### src/rtl/ct_pmp_napot_enc.sv
// ct_pmp_napot_enc
//    Sequential PMP region encoder. Converts a 4KB-page range [base, top) into
//    the pmpaddr value(s) and address-match mode that make one PMP entry (NAPOT)
//    or an entry pair (OFF + TOR) hit exactly that range. Results stream out over
//    a valid/ready handshake, one beat per pmpaddr write.
//
//    Build option: PMP_TOR_SPLIT_EN
//       defined   : non-NAPOT ranges produce an OFF beat then a TOR beat
//       undefined : non-NAPOT ranges produce a single error beat
//
//    Ports
//       cpuclk        core clock, rising edge
//       cpurst        asynchronous active-high reset
//       req_vld       region request valid
//       req_rdy       encoder idle; request taken when req_vld && req_rdy
//       req_base      first page of the region
//       req_top       exclusive end page (2^ADDR_WIDTH allowed)
//       flush         synchronous abort, drops any in-flight result
//       rslt_vld      result beat valid
//       rslt_rdy      consumer accepts the beat
//       rslt_pmpaddr  pmpaddr value (bit 0 is the NAPOT granule bit)
//       rslt_mode     00 OFF, 01 TOR, 11 NAPOT
//       rslt_last     final beat of the request
//       rslt_err      region not encodable (pmpaddr 0, mode OFF)
module ct_pmp_napot_enc #(
   parameter int unsigned ADDR_WIDTH = 28
) (
   input  logic                  cpuclk,
   input  logic                  cpurst,
   input  logic                  req_vld,
   output logic                  req_rdy,
   input  logic [ADDR_WIDTH-1:0] req_base,
   input  logic [ADDR_WIDTH:0]   req_top,
   input  logic                  flush,
   output logic                  rslt_vld,
   input  logic                  rslt_rdy,
   output logic [ADDR_WIDTH:0]   rslt_pmpaddr,
   output logic [1:0]            rslt_mode,
   output logic                  rslt_last,
   output logic                  rslt_err
);

   typedef enum logic [1:0] {
      IDLE = 2'd0,
      CALC = 2'd1,
      OUT0 = 2'd2,
      OUT1 = 2'd3
   } state_t;

   localparam logic [1:0] MODE_OFF   = 2'b00;
   localparam logic [1:0] MODE_TOR   = 2'b01;
   localparam logic [1:0] MODE_NAPOT = 2'b11;

   state_t                state;
   logic [ADDR_WIDTH-1:0] base_q;
   logic [ADDR_WIDTH:0]   top_q;

   logic [ADDR_WIDTH:0]   len;
   logic [ADDR_WIDTH:0]   len_m1;
   logic [ADDR_WIDTH:0]   napot_addr;
   logic                  order_err;
   logic                  is_pow2;
   logic                  is_aligned;
   logic                  napot_ok;

   // For len = 2^n, len-1 is the mask of the low n bits: it doubles as the
   // alignment mask for base and as the run of ones in the NAPOT encoding.
   // Clearing the len bit forces the terminating zero at pmpaddr bit n.
   always_comb begin
      len        = top_q - {1'b0, base_q};
      len_m1     = len - {{ADDR_WIDTH{1'b0}}, 1'b1};
      order_err  = (top_q <= {1'b0, base_q});
      is_pow2    = (len != '0) && ((len & len_m1) == '0);
      is_aligned = ((base_q & len_m1[ADDR_WIDTH-1:0]) == '0);
      napot_ok   = !order_err && is_pow2 && is_aligned;
      napot_addr = ({base_q, 1'b0} | len_m1) & ~len;
   end

   always_ff @(posedge cpuclk or posedge cpurst) begin
      if (cpurst) begin
         state        <= IDLE;
         base_q       <= '0;
         top_q        <= '0;
         req_rdy      <= 1'b1;
         rslt_vld     <= 1'b0;
         rslt_pmpaddr <= '0;
         rslt_mode    <= MODE_OFF;
         rslt_last    <= 1'b0;
         rslt_err     <= 1'b0;
      end else if (flush) begin
         // Abort takes priority over a same-cycle request or handshake.
         state        <= IDLE;
         req_rdy      <= 1'b1;
         rslt_vld     <= 1'b0;
         rslt_pmpaddr <= '0;
         rslt_mode    <= MODE_OFF;
         rslt_last    <= 1'b0;
         rslt_err     <= 1'b0;
      end else begin
         case (state)
            IDLE: begin
               if (req_vld) begin
                  base_q  <= req_base;
                  top_q   <= req_top;
                  req_rdy <= 1'b0;
                  state   <= CALC;
               end
            end
            CALC: begin
               rslt_vld <= 1'b1;
               state    <= OUT0;
               if (napot_ok) begin
                  rslt_pmpaddr <= napot_addr;
                  rslt_mode    <= MODE_NAPOT;
                  rslt_last    <= 1'b1;
                  rslt_err     <= 1'b0;
               end
`ifdef PMP_TOR_SPLIT_EN
               // A TOR top of 2^ADDR_WIDTH does not fit in pmpaddr, so it
               // falls through to the error beat.
               else if (!order_err && !top_q[ADDR_WIDTH]) begin
                  rslt_pmpaddr <= {base_q, 1'b0};
                  rslt_mode    <= MODE_OFF;
                  rslt_last    <= 1'b0;
                  rslt_err     <= 1'b0;
               end
`endif
               else begin
                  rslt_pmpaddr <= '0;
                  rslt_mode    <= MODE_OFF;
                  rslt_last    <= 1'b1;
                  rslt_err     <= 1'b1;
               end
            end
            OUT0: begin
               if (rslt_rdy) begin
                  if (rslt_last) begin
                     rslt_vld <= 1'b0;
                     req_rdy  <= 1'b1;
                     state    <= IDLE;
                  end else begin
                     rslt_pmpaddr <= {top_q[ADDR_WIDTH-1:0], 1'b0};
                     rslt_mode    <= MODE_TOR;
                     rslt_last    <= 1'b1;
                     state        <= OUT1;
                  end
               end
            end
            OUT1: begin
               if (rslt_rdy) begin
                  rslt_vld <= 1'b0;
                  req_rdy  <= 1'b1;
                  state    <= IDLE;
               end
            end
            default: state <= IDLE;
         endcase
      end
   end

endmodule
### config.mk
export PLATFORM = sky130hd
export DESIGN_NAME = ct_pmp_napot_enc
export DESIGN_NICKNAME = d
export VERILOG_FILES = /design/src/rtl/ct_pmp_napot_enc.sv
export SDC_FILE = /design/constraint.sdc
export NUM_CORES = 1
export LEC_CHECK = 0
export BUFFER_PORTS_ARGS = -buffer_cell sky130_fd_sc_hd__buf_2
export CELL_PAD_IN_SITES_DETAIL_PLACEMENT = 1
export CELL_PAD_IN_SITES_GLOBAL_PLACEMENT = 1
export CORE_ASPECT_RATIO = 1.75
export CORE_MARGIN = 3
export CORE_UTILIZATION = 48
export CTS_CLUSTER_DIAMETER = 80
export DETAILED_ROUTE_END_ITERATION = 10
export GPL_TIMING_DRIVEN = 0
export PLACE_DENSITY_LB_ADDON = 0.1
export SLEW_MARGIN = 20
export SYNTH_ARGS = -nofsm -noshare
export SYNTH_HDL_FRONTEND = slang
export SYNTH_SLANG_ARGS = --single-unit
### constraint.sdc
create_clock -name cpuclk -period 13.71 [get_ports cpuclk]
set_input_delay 0.6855 -clock cpuclk [delete_from_list [all_inputs] [get_ports cpuclk]]
set_output_delay 0.6855 -clock cpuclk [all_outputs]
set_load 0.02 [all_outputs]
==> flow_summary_export.csv, run 1 <==
group,metric,value,unit
timing,tns,0,ns
global_route,grt_max_degree,49,
timing,setup_viol,0,
synth,synth_edf_count,0,
routing,wl_per_cell,24.2,um
layout,ff_latch_area,0.00235,mm^2
timing,fmax,125,MHz
layout,fillers,1744,
worst_setup_path,cp.required,13.97,ns
clock_network,insertion_delay,0.35,ns
die,rows,58,
timing,timing.final.crit_share,58.2,%
timing,holdWs,0.412,ns
worst_setup_path,critPathKind,"flop to flop",
clock_network,cts_max_level,3,
die,dieArea,0.0162,mm^2
clock_network,cts_tree,"done",
timing,rsz0062_at_grt,"false",
global_route,grt_pass1_wl,41.7,mm
die,core_area,0.0144,mm^2
clock_network,cts.sinks,94,
timing,hold_viol,0,
worst_setup_path,crit_path_max_fanout,10,
placed_design,place_inst,1073,
die,die_w,97.6,um
synth,syn_area,0.00705,mm^2
global_route,grt.total_usage,32.9,%
routing,drc,0,
routing,antenna_left,0,
clock_network,postCtsSetupRepairBufs,0,
timing,slew-limit-headroom,24.4,%
clock_network,cts_max_path_buffers,2,
routing,vias_per_cell,6.26,
synth,syn_inst,795,
global_route,antenna_found_initial,0,
synth,avgSynthCellArea,8.87,um^2
clock_network,clock-root-buffer,"clkbuf_16",
power,vdd_ir_drop_max,0.000108,V
layout,multi_input_area,0.00436,mm^2
worst_setup_path,end_kind,"flop",
die,ios,97,
layout,drive_above_1_share,21.6,%
flow_run,cap_violations,0,
clock_network,cts_resized,0,
synth,syn_nets,917,
min_path,hold_path.class,"primary input to asynchronous set/reset pin",
layout,fin_area,0.00810,mm^2
layout,fin_cells,1089,
placed_design,place_area,0.00780,mm^2
die,start_util,49.1,%
routing,vias,6819,
power,power.leakage,3.62,nW
synth,async_flop_share,100,%
global_route,grt_pass1_vias,7556,
synth,ys_warn_count,0,
timing,finalClockSkew,0.00770,ns
die,dieHeight,166,um
run_status,status,"complete, no violations",
layout,n_antenna_cell,0,
synth,synth-seq-area-share,33.4,%
timing,drv_slew,0,
synth,ys_ff_latch,94,
placed_design,hpwl,21.8,mm
power,p_per_area,230,mW/mm^2
worst_setup_path,cp_data_arrival_time,8.24,ns
clock_network,cts_buffers,9,
layout,areaGrowthSynthToFinish,14.9,%
worst_setup_path,startpoint_type,"flop",
routing,first_iter_violations,278,
global_route,grt_overflow_total,0,
placed_design,io_buffer_count,96,
placed_design,gp_congestion,0.974,
clock_network,cts.hold.buffers_added,0,
routing,dr.pass1.iters,7,
synth,ys_types,72,
layout,fin_nets,1026,
timing,worst_pin_slew,1.12,ns
synth,synth_flop_cell,"dfrtp_1",
routing,wirelength,26.4,mm
clock_network,clk_pin_slew_worst_paths,0.07,ns
layout,postLayoutCoreUtil,56.4,%
timing,period_needed,7.98,ns
==> kinds of logic (layout without fill, tap and decap cells) <==
family	count (synthesis)	after routing	synth area share, %
compound gates	238	238	23.7
xor+xnor	17	17	2.11
fa+ha+maj	60	60	10.8
buf+inv	84	198	4.93
flops	94	94	33.4
mux	33	33	5.22
simple gates	269	269	19.9
==> cell type report <==
type,count,share of cell area (%)
Multi-Input combinational cell,617,53.8
Sequential cell,94,29.1
Timing Repair Buffer,98,6.33
Clock buffer,11,3.00
Tap cell,180,2.78
Inverter,53,2.49
Buffer,31,1.84
Clock inverter,5,0.726
==> cell usage after synthesis, types with 8 or more instances <==
cell | count | share of area (%)
nand2_1 | 72 | 3.8
and3_1 | 8 | 0.71
clkbuf_1 | 21 | 1.1
o21ai_0 | 57 | 4.0
mux2_2 | 30 | 4.8
nor3_1 | 16 | 1.1
a21o_1 | 30 | 3.2
nor2_1 | 50 | 2.7
inv_1 | 53 | 2.8
nand4_1 | 14 | 1.2
xnor2_1 | 14 | 1.7
nand2b_1 | 20 | 1.8
nand3_1 | 23 | 1.6
nor4_1 | 16 | 1.4
ha_1 | 59 | 10
and2_1 | 11 | 0.98
a21oi_1 | 38 | 2.7
o21ai_2 | 27 | 3.4
dfrtp_1 | 93 | 33
a22oi_1 | 27 | 2.9
==> final timing paths <==
path | slack [ns] | to | start | cells past startpoint
min | 0.41 | rslt_pmpaddr[17] | cpurst | 2
min in group cpuclk | 0.47 | rslt_mode[1] | rslt_mode[1] | 2
max | 5.73 | rslt_pmpaddr[15] | top_q[0] | 22
min reg2reg | 0.47 | rslt_mode[1] | rslt_mode[1] | 2
max reg2reg | 5.73 | rslt_pmpaddr[15] | top_q[0] | 22
max in group asynchronous | 12.63 | base_q[2] | cpurst | 3
==> registers in the layout, indices dropped and copies added (netlist names) <==
name	count
rslt_pmpaddr	29
base_q	28
rslt_err	1
req_rdy	1
state	2
rslt_mode	2
top_q	29
rslt_last	1
rslt_vld	1
==> cells in the final DEF, fill, tap and decap left out, types with 30 or more instances in the layout <==
master / synthesis / routed
a21o_1: 30 / 30
inv_1: 53 / 52
ha_1: 59 / 59
dfrtp_1: 93 / 93
nor2_1: 50 / 50
a21oi_1: 38 / 38
buf_2: 2 / 99
nand2_1: 72 / 72
o21ai_0: 57 / 57
mux2_2: 30 / 30
==> routing by layer <==
metal / track usage (%) / part of all wire (%)
met2: 63.0 / 55
met5: 0 / 0
met3: 3.91 / 3.3
met1: 33.1 / 34
met4: 19.5 / 6.9
==> worst max-delay path, cell delays in order (launching register included) <==
cell and delay (ns):
dfrtp_1 0.42, inv_1 0.10, ha_1 0.19, inv_1 0.07, fa_1 0.43, a211o_1 0.31, a221oi_1 0.48, xnor2_1 0.20
nor2_1 0.27, nor4b_1 0.93, and2_1 0.45, and2_1 0.40, o21ai_0 0.16, ha_1 0.21, nor4_1 0.53, nand3_1 0.13
or4_1 0.52, nor4_1 0.34, nand4b_1 0.13, a2111oi_0 0.84, o41ai_4 0.26, buf_6 0.25, o31ai_2 0.23
==> per-stage QoR <==
step	total power [mW]	worst slack [ns]
finish	1.86	5.73
global route	2.00	5.42
CTS	1.86	5.77
detailed placement	1.58	5.88
global placement	1.54	5.92
floorplan	1.20	7.69
==> power by group <==
part	leakage, nW	total (mW)	internal, mW	switching (mW)
clock	0.142	0.266	0.147	0.119
sequential	1.19	0.363	0.325	0.0381
combinational	2.28	1.23	0.454	0.780
total	3.62	1.86	0.926	0.937
Note: power is estimated with default switching activity, not from simulation.
==> run 2: changes to the inputs <==
Settings changed: CORE_UTILIZATION 48 to 40.
Clock period 13.71 ns to 6.45 ns, I/O delays scaled along.
==> flow_summary_export.csv, run 2 (same netlist as run 1, synthesis figures left out) <==
group,metric,value,unit
run_status,status,"complete, no violations",
layout,n_antenna_cell,0,
clock_network,clock-root-buffer,"clkbuf_16",
worst_setup_path,crit_path_start,"top_q[0]",
routing,drc,0,
timing,worst_pin_slew,0.877,ns
timing,hold_viol,0,
worst_setup_path,startpoint_type,"flop",
layout,final_common_cell,"buf_2",
die,core_area,0.0171,mm^2
timing,fmax,161,MHz
routing,antenna_left,0,
power,p_total,4.16,mW
global_route,grt_pass1_vias,7274,
worst_setup_path,critPathKind,"flop to flop",
placed_design,hpwl,21.8,mm
die,rows,63,
layout,layout_common_cells,"100 x buf_2, 93 x dfrtp_1, 72 x nand2_1",
timing,timing.final.crit_share,96.5,%
die,die_w,106,um
timing,finalClockSkew,0.00839,ns
clock_network,cts_max_path_buffers,2,
global_route,grt_overflow_total,0,
worst_setup_path,r2r_end,"rslt_pmpaddr[15]",
timing,slew-limit-headroom,41.4,%
power,power_switching,2.08,mW
global_route,grt.total_usage,27.9,%
worst_setup_path,r2r.worst_path.cells,23,
timing,period_needed,6.23,ns
global_route,antenna_found_initial,0,
clock_network,cts_tree,"done",
power,p_seq_share,18.5,%
layout,fillers,2089,
timing,drv_slew,0,
power,power.leakage,3.72,nW
min_path,hold_path.class,"primary input to flop",
global_route,grt_max_degree,52,
power,p_sw_share,50.0,%
die,dieHeight,182,um
die,start_util,41.2,%
clock_network,insertion_delay,0.36,ns
worst_setup_path,crit_path_max_fanout,5,
power,p_int,2.08,mW
clock_network,clk_pin_slew_worst_paths,0.07,ns
worst_setup_path,rrSetupSlack,0.22,ns
power,vdd_ir_drop_max,0.000245,V
layout,top_regs,"rslt_pmpaddr: 29 flops, top_q: 29 flops, base_q: 28 flops",
placed_design,gp_congestion,0.940,
worst_setup_path,endpoint,"rslt_pmpaddr[15]",
global_route,grt_pass1_wl,40.7,mm
die,dieArea,0.0193,mm^2
worst_setup_path,cp_slowest_cell,"or4_1",
routing,vias,6687,
worst_setup_path,end_kind,"flop",
worst_setup_path,cp_data_arrival_time,6.51,ns
worst_setup_path,r2r-start,"top_q[0]",
timing,holdWs,0.161,ns
timing,worst_slack,0.223,ns
timing,setup_viol,0,
routing,first_iter_violations,238,
flow_run,cap_violations,0,
layout,fin_area,0.00843,mm^2
routing,dr.pass1.iters,5,
placed_design,io_buffer_count,96,
clock_network,cts.sinks,94,
clock_network,cts_max_level,3,
die,ios,97,
power,clock_power_share,14.1,%
clock_network,cts_buffers,9,
routing,wl_per_cell,23.2,um
layout,drive_above_1_share,24.3,%
placed_design,place_area,0.00786,mm^2
power,p_per_area,494,mW/mm^2
worst_setup_path,path_cells,"inv_1 -> ha_1 -> inv_1 -> fa_2 -> a211o_1 -> a221o_2 -> buf_4 -> a21boi_4 -> nand2_1 -> o211ai_1 -> o21ai_0 -> nor4_4 -> nand4_1 -> ha_2 -> nor4_4 -> nand2_1 -> or4_1 -> nor4_2 -> nand4b_1 -> a2111oi_4 -> o41ai_4 -> buf_6 -> o31ai_2",
routing,wirelength,26.6,mm
routing,vias_per_cell,5.84,
worst_setup_path,cp.required,6.73,ns
layout,areaGrowthSynthToFinish,19.5,%
power,combPwrFrac,67.4,%
placed_design,dp_slack,-1.56,ns
layout,fin_nets,1035,
worst_setup_path,critical_path.max_stage_delay,0.56,ns
-- run 2: critical path, delay by kind of cell (launching register included) --
kind,cells,cell delay (ns)
flip-flops,1,0.42
adder cells (fa/ha/maj),3,0.77
AO/OA/AOI/OAI,8,2.37
buffers and inverters,4,0.55
AND/OR/NAND/NOR,8,2.02
-- run 2: power groups by stage --
stage                     Clock [mW]  Combinational, mW  Sequential [mW]
final                          0.587               2.80            0.772
after global routing           0.628               3.07            0.784
after CTS                      0.605               2.74            0.774
after detailed placement           0               2.58            0.783
after global placement             0               2.52            0.779
after floorplan                    0               1.79            0.765
-- run 2: routing by layer --
layer	track usage, %	part of all wire (%)
met1	27.5	36
met5	0	0
met2	52.6	55
met3	4.91	3.2
met4	17.3	6.5
-- run 2: worst min-delay path by stage --
| stage | cells after the start | to | start | slack, ns |
|---|---|---|---|---|
| after global placement | 2 | rslt_mode[1] | rslt_mode[1] | 0.45 |
| after detailed placement | 2 | base_q[17] | cpurst | 0.37 |
| after CTS | 3 | base_q[3] | req_base[3] | 0.15 |
| after global routing | 3 | base_q[3] | req_base[3] | 0.17 |
| final | 3 | base_q[13] | req_base[13] | 0.16 |
| after floorplan | 2 | base_q[10] | req_base[10] | 0.44 |
-- run 2: cell type report --
type | instances | area (um^2) | share of cell area (%)
Multi-Input combinational cell | 617 | 4530 | 53.8
Sequential cell | 94 | 2350 | 27.9
Timing Repair Buffer | 107 | 581 | 6.89
Tap cell | 227 | 284 | 3.37
Clock buffer | 10 | 239 | 2.84
Inverter | 53 | 204 | 2.42
Buffer | 31 | 149 | 1.77
Clock inverter | 6 | 85.1 | 1.01
-- run 2: repair_timing --
item,CTS,global route
gates cloned,0,1
hold endpoints to repair,42,0
resized for setup,26,8
pin swaps,6,14
hold buffers,1,0
endpoints found under the setup margin,32,30
setup buffers,1,6
-- run 2: through the flow --
stage / setup TNS (ns) / utilization [%] / cells
2_1_floorplan: 0 / - / 795
3_3_place_gp: -41.05 / 45.7 / 1118
3_5_place_dp: -43.57 / 46.0 / 1120
4_1_cts: 0 / 48.8 / 1138
5_1_grt: -0.0114 / 49.3 / 1145
6_report: 0 / 49.3 / 1145
==> run 3: changes to the inputs <==
Settings changed: PLACE_DENSITY from default to 0.79, PLACE_DENSITY_LB_ADDON 0.1 to default.
==> flow_summary_export.csv, run 3 (same netlist as run 1, synthesis figures left out) <==
group,metric,value,unit
routing,vias_per_cell,5.96,
global_route,antenna_found_initial,0,
timing,hold_viol,0,
die,rows,63,
timing,holdWs,0.171,ns
timing,period_needed,6.21,ns
layout,final_common_cell,"buf_2",
worst_setup_path,startpoint_type,"flop",
timing,worst_slack,0.237,ns
min_path,holdPathStages,3,
worst_setup_path,rrSetupSlack,0.24,ns
placed_design,dp_slack,-1.20,ns
clock_network,cts_max_level,3,
global_route,grt_overflow_total,0,
min_path,worstHoldStart,"req_base[19]",
worst_setup_path,crit_buf_inv,3,
worst_setup_path,cp.required,6.71,ns
global_route,grt.total_usage,26.2,%
die,ios,97,
layout,drive_above_1_share,23.4,%
die,dieHeight,182,um
flow_run,cap_violations,0,
worst_setup_path,critPathKind,"flop to flop",
worst_setup_path,r2r-start,"top_q[0]",
placed_design,place_inst,1119,
timing,finalClockSkew,0.0119,ns
worst_setup_path,critical_path.max_stage_delay,0.54,ns
worst_setup_path,crit_path_max_fanout,10,
layout,n_antenna_cell,0,
timing,worst_pin_slew,0.919,ns
min_path,hold_path.class,"primary input to flop",
placed_design,gp_congestion,0.969,
timing,drv_slew,0,
layout,fillers,2084,
placed_design,io_buffer_count,96,
routing,vias,6779,
power,power.leakage,3.68,nW
timing,setup_viol,0,
routing,first_iter_violations,342,
timing,timing.final.crit_share,96.3,%
routing,wl_per_cell,22.2,um
worst_setup_path,r2r_end,"rslt_pmpaddr[15]",
clock_network,cts_max_path_buffers,2,
global_route,grt_max_degree,54,
timing,fmax,161,MHz
placed_design,hpwl,20.4,mm
clock_network,clock-root-buffer,"clkbuf_16",
worst_setup_path,crit_family,"simple AND/OR/NAND/NOR gates",
clock_network,cts_tree,"done",
routing,dr.pass1.iters,5,
clock_network,insertion_delay,0.36,ns
layout,fin_nets,1028,
power,p_per_area,488,mW/mm^2
layout,postLayoutCoreUtil,48.8,%
timing,slew-limit-headroom,38.8,%
routing,wirelength,25.3,mm
layout,top_regs,"rslt_pmpaddr: 29 flops, top_q: 29 flops, base_q: 28 flops",
clock_network,cts.sinks,94,
worst_setup_path,cp_slowest_cell,"or4_1",
die,start_util,41.2,%
layout,areaGrowthSynthToFinish,18.4,%
min_path,min_to,"base_q[19]",
global_route,grt_pass1_vias,7185,
layout,layout_common_cells,"98 x buf_2, 93 x dfrtp_1, 72 x nand2_1",
run_status,status,"complete, no violations",
clock_network,cts_buffers,9,
clock_network,clk_pin_slew_worst_paths,0.08,ns
die,die_w,106,um
routing,drc,0,
die,dieArea,0.0193,mm^2
power,vdd_ir_drop_max,0.000203,V
worst_setup_path,end_kind,"flop",
worst_setup_path,path_cells,"inv_1 -> ha_1 -> inv_1 -> fa_2 -> a211o_1 -> a221o_2 -> a21oi_4 -> o21ai_0 -> xnor2_1 -> nor4bb_4 -> nor4b_4 -> and2_4 -> nand2_1 -> ha_1 -> nor4_4 -> nand2_1 -> or4_1 -> nor4_2 -> nand4b_1 -> a2111oi_4 -> o41ai_4 -> buf_6 -> o31ai_2",
worst_setup_path,cp_data_arrival_time,6.47,ns
global_route,grt_pass1_wl,39.2,mm
routing,antenna_left,0,
layout,fin_cells,1138,
worst_setup_path,r2r.worst_path.cells,23,
die,core_area,0.0171,mm^2
power,p_total,4.07,mW
[run 3: worst min-delay path, delay by kind of cell]
kind / cells / cell delay, ns
buf+inv: 1 / 0.07
simple gates: 1 / 0.04
compound gates: 1 / 0.06
[run 3: per-stage QoR]
stage          cell area, um^2  TNS, ns
2_1_floorplan             7050        0
3_3_place_gp              7820   -32.40
3_5_place_dp              7860   -32.69
4_1_cts                   8280        0
5_1_grt                   8350  -0.0265
6_report                  8350        0
[run 3: what timing repair did]
action                     in CTS  in global routing
resized for setup              21                 10
hold buffers                    1                  0
gates cloned                    0                  0
setup buffers                   1                  1
setup endpoints to repair      30                 30
hold endpoints to repair       32                  0
pin swaps                       1                  6
[run 3: how the worst max path moves through the flow]
stage              from                to  slack (ns)  cells past startpoint
2_1_floorplan  top_q[0]  rslt_pmpaddr[15]        0.43                     23
3_5_place_dp   top_q[0]  rslt_pmpaddr[15]       -1.20                     23
5_1_grt        top_q[0]  rslt_pmpaddr[15]       -0.03                     23
4_1_cts        top_q[0]  rslt_pmpaddr[15]       0.005                     23
6_report       top_q[0]  rslt_pmpaddr[15]        0.24                     23
3_3_place_gp   top_q[0]  rslt_pmpaddr[15]       -1.20                     23
[run 3: metal layers]
layer | GRT usage [%] | routed length, um | up-vias
li1 | - | - | 3140
met1 | 26.8 | 9180 | 3384
met2 | 50.2 | 13800 | 191
met3 | 3.70 | 898 | 64
met4 | 14.0 | 1370 | 0
met5 | 0 | 0 | -
[run 3: area by class of cell]
type	count	area, um^2	area share, %
buffer	31	149	1.78
clock buffer	10	229	2.74
clock inverter	6	70.1	0.839
inverter	53	204	2.44
multi-input combinational	617	4520	54.2
sequential	94	2350	28.2
tap	227	284	3.40
timing repair buffer	100	533	6.39
[run 3: power breakdown]
group          internal, mW  total [mW]  switching (mW)
registers             0.692       0.772          0.0804
logic                  1.02        2.74            1.73
clock network         0.305       0.558           0.253
total                  2.01        4.07            2.06
